==> src/rtl/baseline_pkg.sv <==
// baseline_pkg: shared types and constants for the baseline sampling scheduler.
package baseline_pkg;
    localparam int          SAMPLE_W     = 14;
    localparam logic [15:0] LFSR_TAPS    = 16'hB400;
    localparam logic [15:0] DEFAULT_SEED = 16'd10;
    typedef enum logic [2:0] {IDLE, CLEAR, FILL, TRACK, VETO} state_t;
endpackage

==> src/rtl/baseline_sample_sched_lfsr16.sv <==
// lfsr16: 16-bit Galois LFSR (x^16+x^14+x^13+x^11+1) with load and advance.
module lfsr16
    import baseline_pkg::*;
(
    input  logic        clk,
    input  logic        load,
    input  logic [15:0] seed,
    input  logic        adv,
    output logic [15:0] q
);
    // An all-zero state would lock up, so a zero seed loads 1 instead.
    always_ff @(posedge clk)
        if (load) q <= (seed == 16'd0) ? 16'd1 : seed;
        else if (adv) q <= (q >> 1) ^ (q[0] ? LFSR_TAPS : 16'd0);
endmodule

==> src/rtl/baseline_sample_sched.sv <==
// baseline_sample_sched: pseudo-random sample strobes for the baseline estimator,
// with window-fill tracking and pulse veto.
module baseline_sample_sched
    import baseline_pkg::*;
#(
    parameter logic [15:0] SEED       = DEFAULT_SEED,
    parameter int          IW         = 8,
    parameter int          DEPTH_LOG2 = 8,
    parameter int          HOLDOFF    = 64
)(
    input  logic                       clk,
    input  logic                       rst,
    input  logic                       enable,
    input  logic signed [SAMPLE_W-1:0] inp,
    input  logic signed [SAMPLE_W-1:0] baseline,
    input  logic [SAMPLE_W-1:0]        thr,
    output logic                       samp_en,
    output logic                       clr,
    output logic                       valid,
    output logic                       veto,
    output logic [15:0]                lfsr,
    output logic [DEPTH_LOG2:0]        fill_cnt,
    output logic [15:0]                drop_cnt
);
    localparam logic [DEPTH_LOG2:0] FULL      = {1'b1, {DEPTH_LOG2{1'b0}}};
    localparam logic [7:0]          HOLD_INIT = 8'(HOLDOFF);

    state_t            state, state_next;
    logic [IW-1:0]     cnt;
    logic [7:0]        hold;
    logic [SAMPLE_W:0] diff, mag;
    logic              run, due, exc;

    // One extra bit keeps the difference of two extreme samples from wrapping.
    assign diff = {inp[SAMPLE_W-1], inp} - {baseline[SAMPLE_W-1], baseline};
    assign mag  = diff[SAMPLE_W] ? -diff : diff;
    assign exc  = mag > {1'b0, thr};
    assign run  = state == FILL || state == TRACK || state == VETO;
    assign due  = run && cnt == lfsr[IW-1:0];

    lfsr16 u_lfsr (
        .clk  (clk),
        .load (rst || state == CLEAR),
        .seed (SEED),
        .adv  (due),
        .q    (lfsr)
    );

    always_ff @(posedge clk)
        if (rst) state <= IDLE;
        else state <= state_next;

    always_comb begin
        state_next = state;
        case (state)
            IDLE:    if (enable) state_next = CLEAR;
            CLEAR:   state_next = FILL;
            FILL:    if (due && fill_cnt == FULL - 1'b1) state_next = TRACK;
            TRACK:   if (exc) state_next = VETO;
            VETO:    if (!exc && hold == 8'd0) state_next = TRACK;
            default: state_next = IDLE;
        endcase
        if (!enable) state_next = IDLE;
    end

    always_comb begin
        samp_en = due && state != VETO;
        clr     = state == CLEAR;
        valid   = state == TRACK || state == VETO;
        veto    = state == VETO;
    end

    // The interval counter and LFSR keep running through a veto so the
    // strobe sequence is identical whether or not strobes are dropped.
    always_ff @(posedge clk)
        if (rst || state == CLEAR) begin
            cnt      <= '0;
            fill_cnt <= '0;
            drop_cnt <= '0;
            hold     <= '0;
        end else begin
            if (run) cnt <= due ? '0 : cnt + 1'b1;
            if (samp_en && fill_cnt != FULL) fill_cnt <= fill_cnt + 1'b1;
            if (due && veto && drop_cnt != '1) drop_cnt <= drop_cnt + 1'b1;
            if (state == TRACK || (veto && exc)) hold <= HOLD_INIT;
            else if (veto && hold != 8'd0) hold <= hold - 1'b1;
        end
endmodule

==> config.mk <==
export PLATFORM = sky130hd
export DESIGN_NAME = baseline_sample_sched
export DESIGN_NICKNAME = d
export VERILOG_FILES = /design/src/rtl/baseline_pkg.sv /design/src/rtl/baseline_sample_sched_lfsr16.sv /design/src/rtl/baseline_sample_sched.sv
export SDC_FILE = /design/constraint.sdc
export NUM_CORES = 1
export LEC_CHECK = 0
export CORE_ASPECT_RATIO = 0.5
export CORE_MARGIN = 2
export CORE_UTILIZATION = 30
export CTS_CLUSTER_DIAMETER = 60
export DETAILED_ROUTE_END_ITERATION = 16
export HOLD_SLACK_MARGIN = 0.02
export PLACE_DENSITY = 0.54
export SYNTH_ARGS = -nofsm -noshare
export SYNTH_HDL_FRONTEND = slang
export SYNTH_HIERARCHICAL = 1
export SYNTH_SLANG_ARGS = --single-unit
==> constraint.sdc <==
create_clock -name clk -period 5.6 [get_ports clk]
set_input_delay 1.12 -clock clk [delete_from_list [all_inputs] [get_ports clk]]
set_output_delay 1.12 -clock clk [all_outputs]
set_load 0.05 [all_outputs]
# ---- Yosys cells after proc, flatten, opt, wreduce, memory -nomap -nowiden
# Cells that the tools add are included.
dict set report totals {
  register_bits 60
  inputBits 45
  output_inout_bits 45
  word_cells 59
}
dict set report op_classes {
  n_addsub 6
  magnitude_cmp 1
  n_eq_ne 12
  mux 9
  n_bitwise 2
  n_reduce_logical 22
}
# op n
set op_table {}
lappend op_table {{$add 16x1->16 const B} 1}
lappend op_table {{$mux 16} 1}
lappend op_table {{$ne 16x16->1 const B} 1}
lappend op_table {{$xor 15x16->16} 1}
lappend op_table {{$gt 15x14->1} 1}
lappend op_table {{$mux 15} 1}
lappend op_table {{$neg 15->15} 1}
lappend op_table {{$pmux 3 s5} 1}
lappend op_table {{$sub 14x14->15} 1}
lappend op_table {{$mux 7} 2}
lappend op_table {{$add 9x1->9 const B} 1}
lappend op_table {{$eq 9x8->1 const B} 1}
lappend op_table {{$logic_and 1x1->1} 9}
lappend op_table {{$mux 3} 3}
lappend op_table {{$ne 9x9->1 const B} 1}
lappend op_table {{$add 8x1->8 const B} 1}
lappend op_table {{$eq 8x8->1} 1}
lappend op_table {{$logic_not 8->1} 1}
lappend op_table {{$mux 8} 1}
lappend op_table {{$reduce_bool 8->1} 1}
lappend op_table {{$sub 8x1->8 const B} 1}
lappend op_table {{$eq 3x2->1 const B} 2}
lappend op_table {{$logic_or 1x1->1} 5}
lappend op_table {{$ne 2x1->1 const B} 2}
lappend op_table {{10 further kinds} 11}

# ---- Logic depth before layout (Yosys ltp)
dict set report logic_depth {
  ltp_word 8
  mapped_depth 21
  depth_no_buf 20
}

# ---- Modules after synthesis
# Netlist, hierarchy kept.
# module instances cells_each area_per_inst_um2 seq_area_each_um2
set by_module_without_submodules {}
lappend by_module_without_submodules {baseline_sample_sched 1 476 3737.3 880.8}
lappend by_module_without_submodules {lfsr16 1 48 757.0 480.5}

# ---- Least setup slack after synthesis
# No wires, ideal clock.
dict set report synth_timing {
  kind {input -> register}
  start {input port inp[0]}
  end {register hold[0]}
  setup_ns 0.121
  arrival_ns 4.749
  required_ns 5.479
  setup_slack_ns 0.730
  cell_stages 20
  n_path_buf 0
  cell_sequence {inv_1 > ha_1 > inv_1 > fa_1 > a211o_1 > a211o_1 > a31oi_1 > xor2_1 > and4bb_4 > a21oi_1 > xnor2_1 > ha_1 > nand3_1 > or2_2 > a211oi_1 > o21bai_1 > a21oi_1 > a41oi_4 > o21ai_4 > nor2_1}
}
dict set report synth_via {
  elab_chain_cells 7
}
# element line_no
set synth_lines {}
lappend synth_lines {{start, declared} baseline_sample_sched.sv:14} ;# input logic signed [SAMPLE_W-1:0] inp,
lappend synth_lines {{$sub 14x14->15 (*)} baseline_sample_sched.sv:35} ;# assign diff = {inp[SAMPLE_W-1], inp} - {baseline[SAMPLE_W-1], baseline};
lappend synth_lines {{$neg 15->15} baseline_sample_sched.sv:36} ;# assign mag = diff[SAMPLE_W] ? -diff : diff;
lappend synth_lines {{$mux 15 (*)} baseline_sample_sched.sv:36}
lappend synth_lines {{$gt 15x14->1 (*)} baseline_sample_sched.sv:37} ;# assign exc = mag > {1'b0, thr};
lappend synth_lines {{$logic_and 1x1->1 (*)} baseline_sample_sched.sv:85} ;# if (state == TRACK || (veto && exc)) hold <= HOLD_INIT;
lappend synth_lines {{$logic_or 1x1->1 (*)} baseline_sample_sched.sv:85}
lappend synth_lines {{$reduce_or 2->1 (no line) (*)} --}
lappend synth_lines {{end signal, assigned} baseline_sample_sched.sv:86} ;# else if (veto && hold != 8'd0) hold <= hold - 1'b1;
lappend synth_lines {{end, declared} baseline_sample_sched.sv:30} ;# logic [7:0] hold;
# Mark *: on every way between the ends. The rest lies on a longest branch, timed or not.
# A chain may end at the register's enable or synchronous reset.

# ---- Worst setup path after layout
dict set report layout_timing {
  start {input port baseline[0]}
  end {register hold[0]}
}
dict set report layout_via {
  elab_chain_cells 7
}
# element line_no
set layout_lines {}
lappend layout_lines {{start, declared} baseline_sample_sched.sv:15} ;# input logic signed [SAMPLE_W-1:0] baseline,
lappend layout_lines {{$sub 14x14->15 (*)} baseline_sample_sched.sv:35}
lappend layout_lines {{$neg 15->15} baseline_sample_sched.sv:36}
lappend layout_lines {{$mux 15 (*)} baseline_sample_sched.sv:36}
lappend layout_lines {{$gt 15x14->1 (*)} baseline_sample_sched.sv:37}
lappend layout_lines {{$logic_and 1x1->1 (*)} baseline_sample_sched.sv:85}
lappend layout_lines {{$logic_or 1x1->1 (*)} baseline_sample_sched.sv:85}
lappend layout_lines {{$reduce_or 2->1 (no line) (*)} --}
# Marked as above.

==> summary.txt <==
STA
  – Final hold violation count: 0
  – Worst Max-Slew Pin Slew: between 0.9 and 1 ns
  – Fin. max-slew vios: 0
  – Setup_tns: 0 ns
  – Tcrit/Tclk final: 0.9329
  – Final Setup Violations: 0
  – Setup Skew: 0.006636 ns
  – Final min period: about 5.2 ns
  – RSZ-0062 raised after global routing: false
  – Maximum clock rate: 191.4 MHz
  – Relative slew slack: 0.3467

Die
  – Core ar.: 14,550 sq um
  – Chip height: 90.55 um
  – Row count: 31
  – Starting density of the core: 0.3090
  – Die area: between 15,000 and 20,000 sq um
  – IO Pins: 90
  – Chip width: 177.1 um

Power
  – Power Total: 1487 uW
  – Leak: 0.002436 uW
  – Pwr per Cell Area: roughly 250 nW/um^2
  – Maximum vdd drop: 138.9 uV

Yosys
  – Asr flop ratio synth: 0
  – Post-synth EDFFs: 16
  – Gate Count Post-Synth: 524
  – Syn Area/Cell: 8.577 sq um
  – Synth Cell Area: around 4500 sq um
  – Cell variety after synth: 70
  – Area contributors post-synth: dfxtp_1, edfxtp_1, ha_1, xnor2_1, nor2_1
  – Synthesis warning total: 6
  – Yosys top cell area share: 0.1960
  – Area leader, netlist: dfxtp_1
  – Seq/Total Area, Yosys: 0.3029
  – Ys flop type: dfxtp_1
  – FF+latch count, synth: 60

Finish
  – Area of the multi-input gates: 3014 sq um
  – Filler cell count in the final layout: 1,490
  – Finished Cell Area: 6023 sq um
  – Synthesis-to-finish area growth: 34.02%
  – Most frequent cells in the layout: clkdlybuf4s50_1, nor2_1, dfxtp_1, nand2_1, inv_1
  – ANT cells: 0
  – Flip-flop and latch area: 1361 sq um
  – Commonest non-fill, non-tap cell in the layout: clkdlybuf4s50_1
  – Net count, final: 731
  – Layout cell share with drive strength beyond 1: 0.1011

Clock network
  – Post-CTS sizing: 0
  – Worst skew pair latency: between 0.3 and 0.4 ns
  – CTS root buf: clkbuf_16
  – Num CTS Buffers: 9
  – Clock sinks: 60
  – Post-CTS Hold Buffers: 0
  – Worst-path clk slew: ~0.050 ns
  – H-tree depth: 3
  – CTS tree: yes
  – Clock tree buffer depth: 2
  – Post-CTS setup buffer count: 0

Route
  – Drt pass-1 iters: 4
  – DRT Wirelength: 10,340 um
  – Vias per inst: 4.575
  – Met2 routed WL: 4687 um
  – Via count: 3,893
  – M1 WL: 5128 um
  – DRT antenna net count: 0
  – DRC: 0
  – Mean routed wirelength per cell: ~12 um
  – DR iter-0 viols: 126
  – DR WL met3: 420 um
  – Top routing layer in use: met4

Critical path
  – Crit Path Class: input port to flop
  – CP Capture Type: flop
  – Peak fanout along the critical path: 7
  – WP data required: roughly 5.8 ns
  – Beginning of the worst register-to-register path: state[1]
  – CP Launch Type: input port
  – Crit path from: baseline[0]
  – Critical Path AT: approximately 5.4 ns

Worst hold path
  – Min-Delay Path Class: flop to flop
  – Min-delay src: hold[1]

Global route
  – Initial antenna violation count: 0
  – Global Route Usage Sum: 0.1311
  – Total global routing overflow: 0
  – Largest net degree at the start of global routing: 50
  – Vias in the first global route: between 3,000 and 4,000
  – First-pass GRT wire length: 17,380 um

Place
  – Gpl congestion: 0.7808
  – Buffers on Ports: 89
  – Placed inst area: 5724 sq um
  – DP HPWL: 7956 um

Status
  – Status: finished, final reports clean

Flow run
  – Max Cap Viol: 0
## layout make-up
type	instances	area share
timing repair buffer	97	0.1579
tap	198	0.04113
multi-input combinational	441	0.5004
inverter	40	0.02493
sequential	60	0.2260
clock buffer	15	0.04965
## kinds of logic (layout without fill, tap and decap cells)
group,Yosys count,count (layout),synth area share
buffers and inverters,53,152,0.05150
AO/OA/AOI/OAI,94,94,0.1501
flip-flops,60,60,0.3029
adder cells (fa/ha/maj),37,37,0.1047
AND/OR/NAND/NOR,201,201,0.2297
other,2,32,0.001671
XOR/XNOR,60,60,0.1169
multiplexers,17,17,0.04259
## through the flow
stage / hold WS (ns) / std cells / utilization / worst slack, ns
6_report: 0.4949 / 851 / 0.4141 / 0.3757
5_1_grt: 0.5171 / 851 / 0.4141 / 0.01713
4_1_cts: 0.4977 / 851 / 0.4141 / 0.3548
3_5_place_dp: 0.4865 / 836 / 0.3935 / 0.02480
3_3_place_gp: 0.4880 / 836 / 0.3935 / 0.1127
2_1_floorplan: 0.4544 / 554 / - / 0.7304
## worst max-delay path, stage by stage
cell and delay (ns):
clkdlybuf4s50_1 0.46, ha_1 0.17, inv_1 0.06, fa_1 0.42, a21o_2 0.23, a211o_1 0.30, a22oi_1 0.21, o21ai_0 0.19
nor3_1 0.27, a31oi_1 0.16, xnor2_1 0.16, ha_1 0.30, nand3_1 0.09, or2_2 0.31, a211oi_1 0.20, o21bai_1 0.10
a21oi_1 0.25, a41oi_4 0.10, o21ai_4 0.25, nor2_1 0.08
## worst paths after layout
kind,depth (start not counted),slack [ns],to
setup / recovery,20,0.38,hold[0]
setup reg to reg,10,3.07,drop_cnt[15]
hold / removal,2,0.49,hold[1]
hold reg to reg,2,0.49,hold[1]
## state kept, by name (all words and copies together), names as in the netlist
name,flops
state,3
drop_cnt,16
hold,8
fill_cnt,9
cnt,8
u_lfsr/q,16
## cells in the mapped netlist, drive strengths merged (3+ instances only)
| master | n |
|---|---|
| o21a | 3 |
| and2 | 6 |
| nor2b | 4 |
| and3 | 6 |
| or3 | 7 |
| mux2i | 3 |
| o21ai | 18 |
| ha | 36 |
| a31o | 3 |
| a21o | 12 |
| mux2 | 14 |
| edfxtp | 16 |
| dfxtp | 44 |
| xor2 | 25 |
| nor3 | 12 |
| a31oi | 7 |
| nor4 | 10 |
| nand2 | 44 |
| a211o | 3 |
| inv | 40 |
| nor2 | 63 |
| buf | 9 |
| nand2b | 4 |
| or2 | 6 |
| a21oi | 29 |
| xnor2 | 35 |
| nand3 | 17 |
| clkbuf | 4 |
| nand4 | 15 |
## report_power, final
| group | total [uW] | switching, uW | internal [uW] |
|---|---|---|---|
| Clock | 546 | 186 | 360 |
| Sequential | 483 | 14.8 | 468 |
| Combinational | 458 | 253 | 205 |
| Total | 1490 | 453 | 1030 |
## routing by layer
metal / GRT usage / vias to the layer above
met5: 0 / -
li1: - / 2054
met3: 0.02820 / 10
met1: 0.1730 / 1763
met2: 0.2169 / 66
met4: 0.03306 / 0
Power figures use the tool's default switching activity.
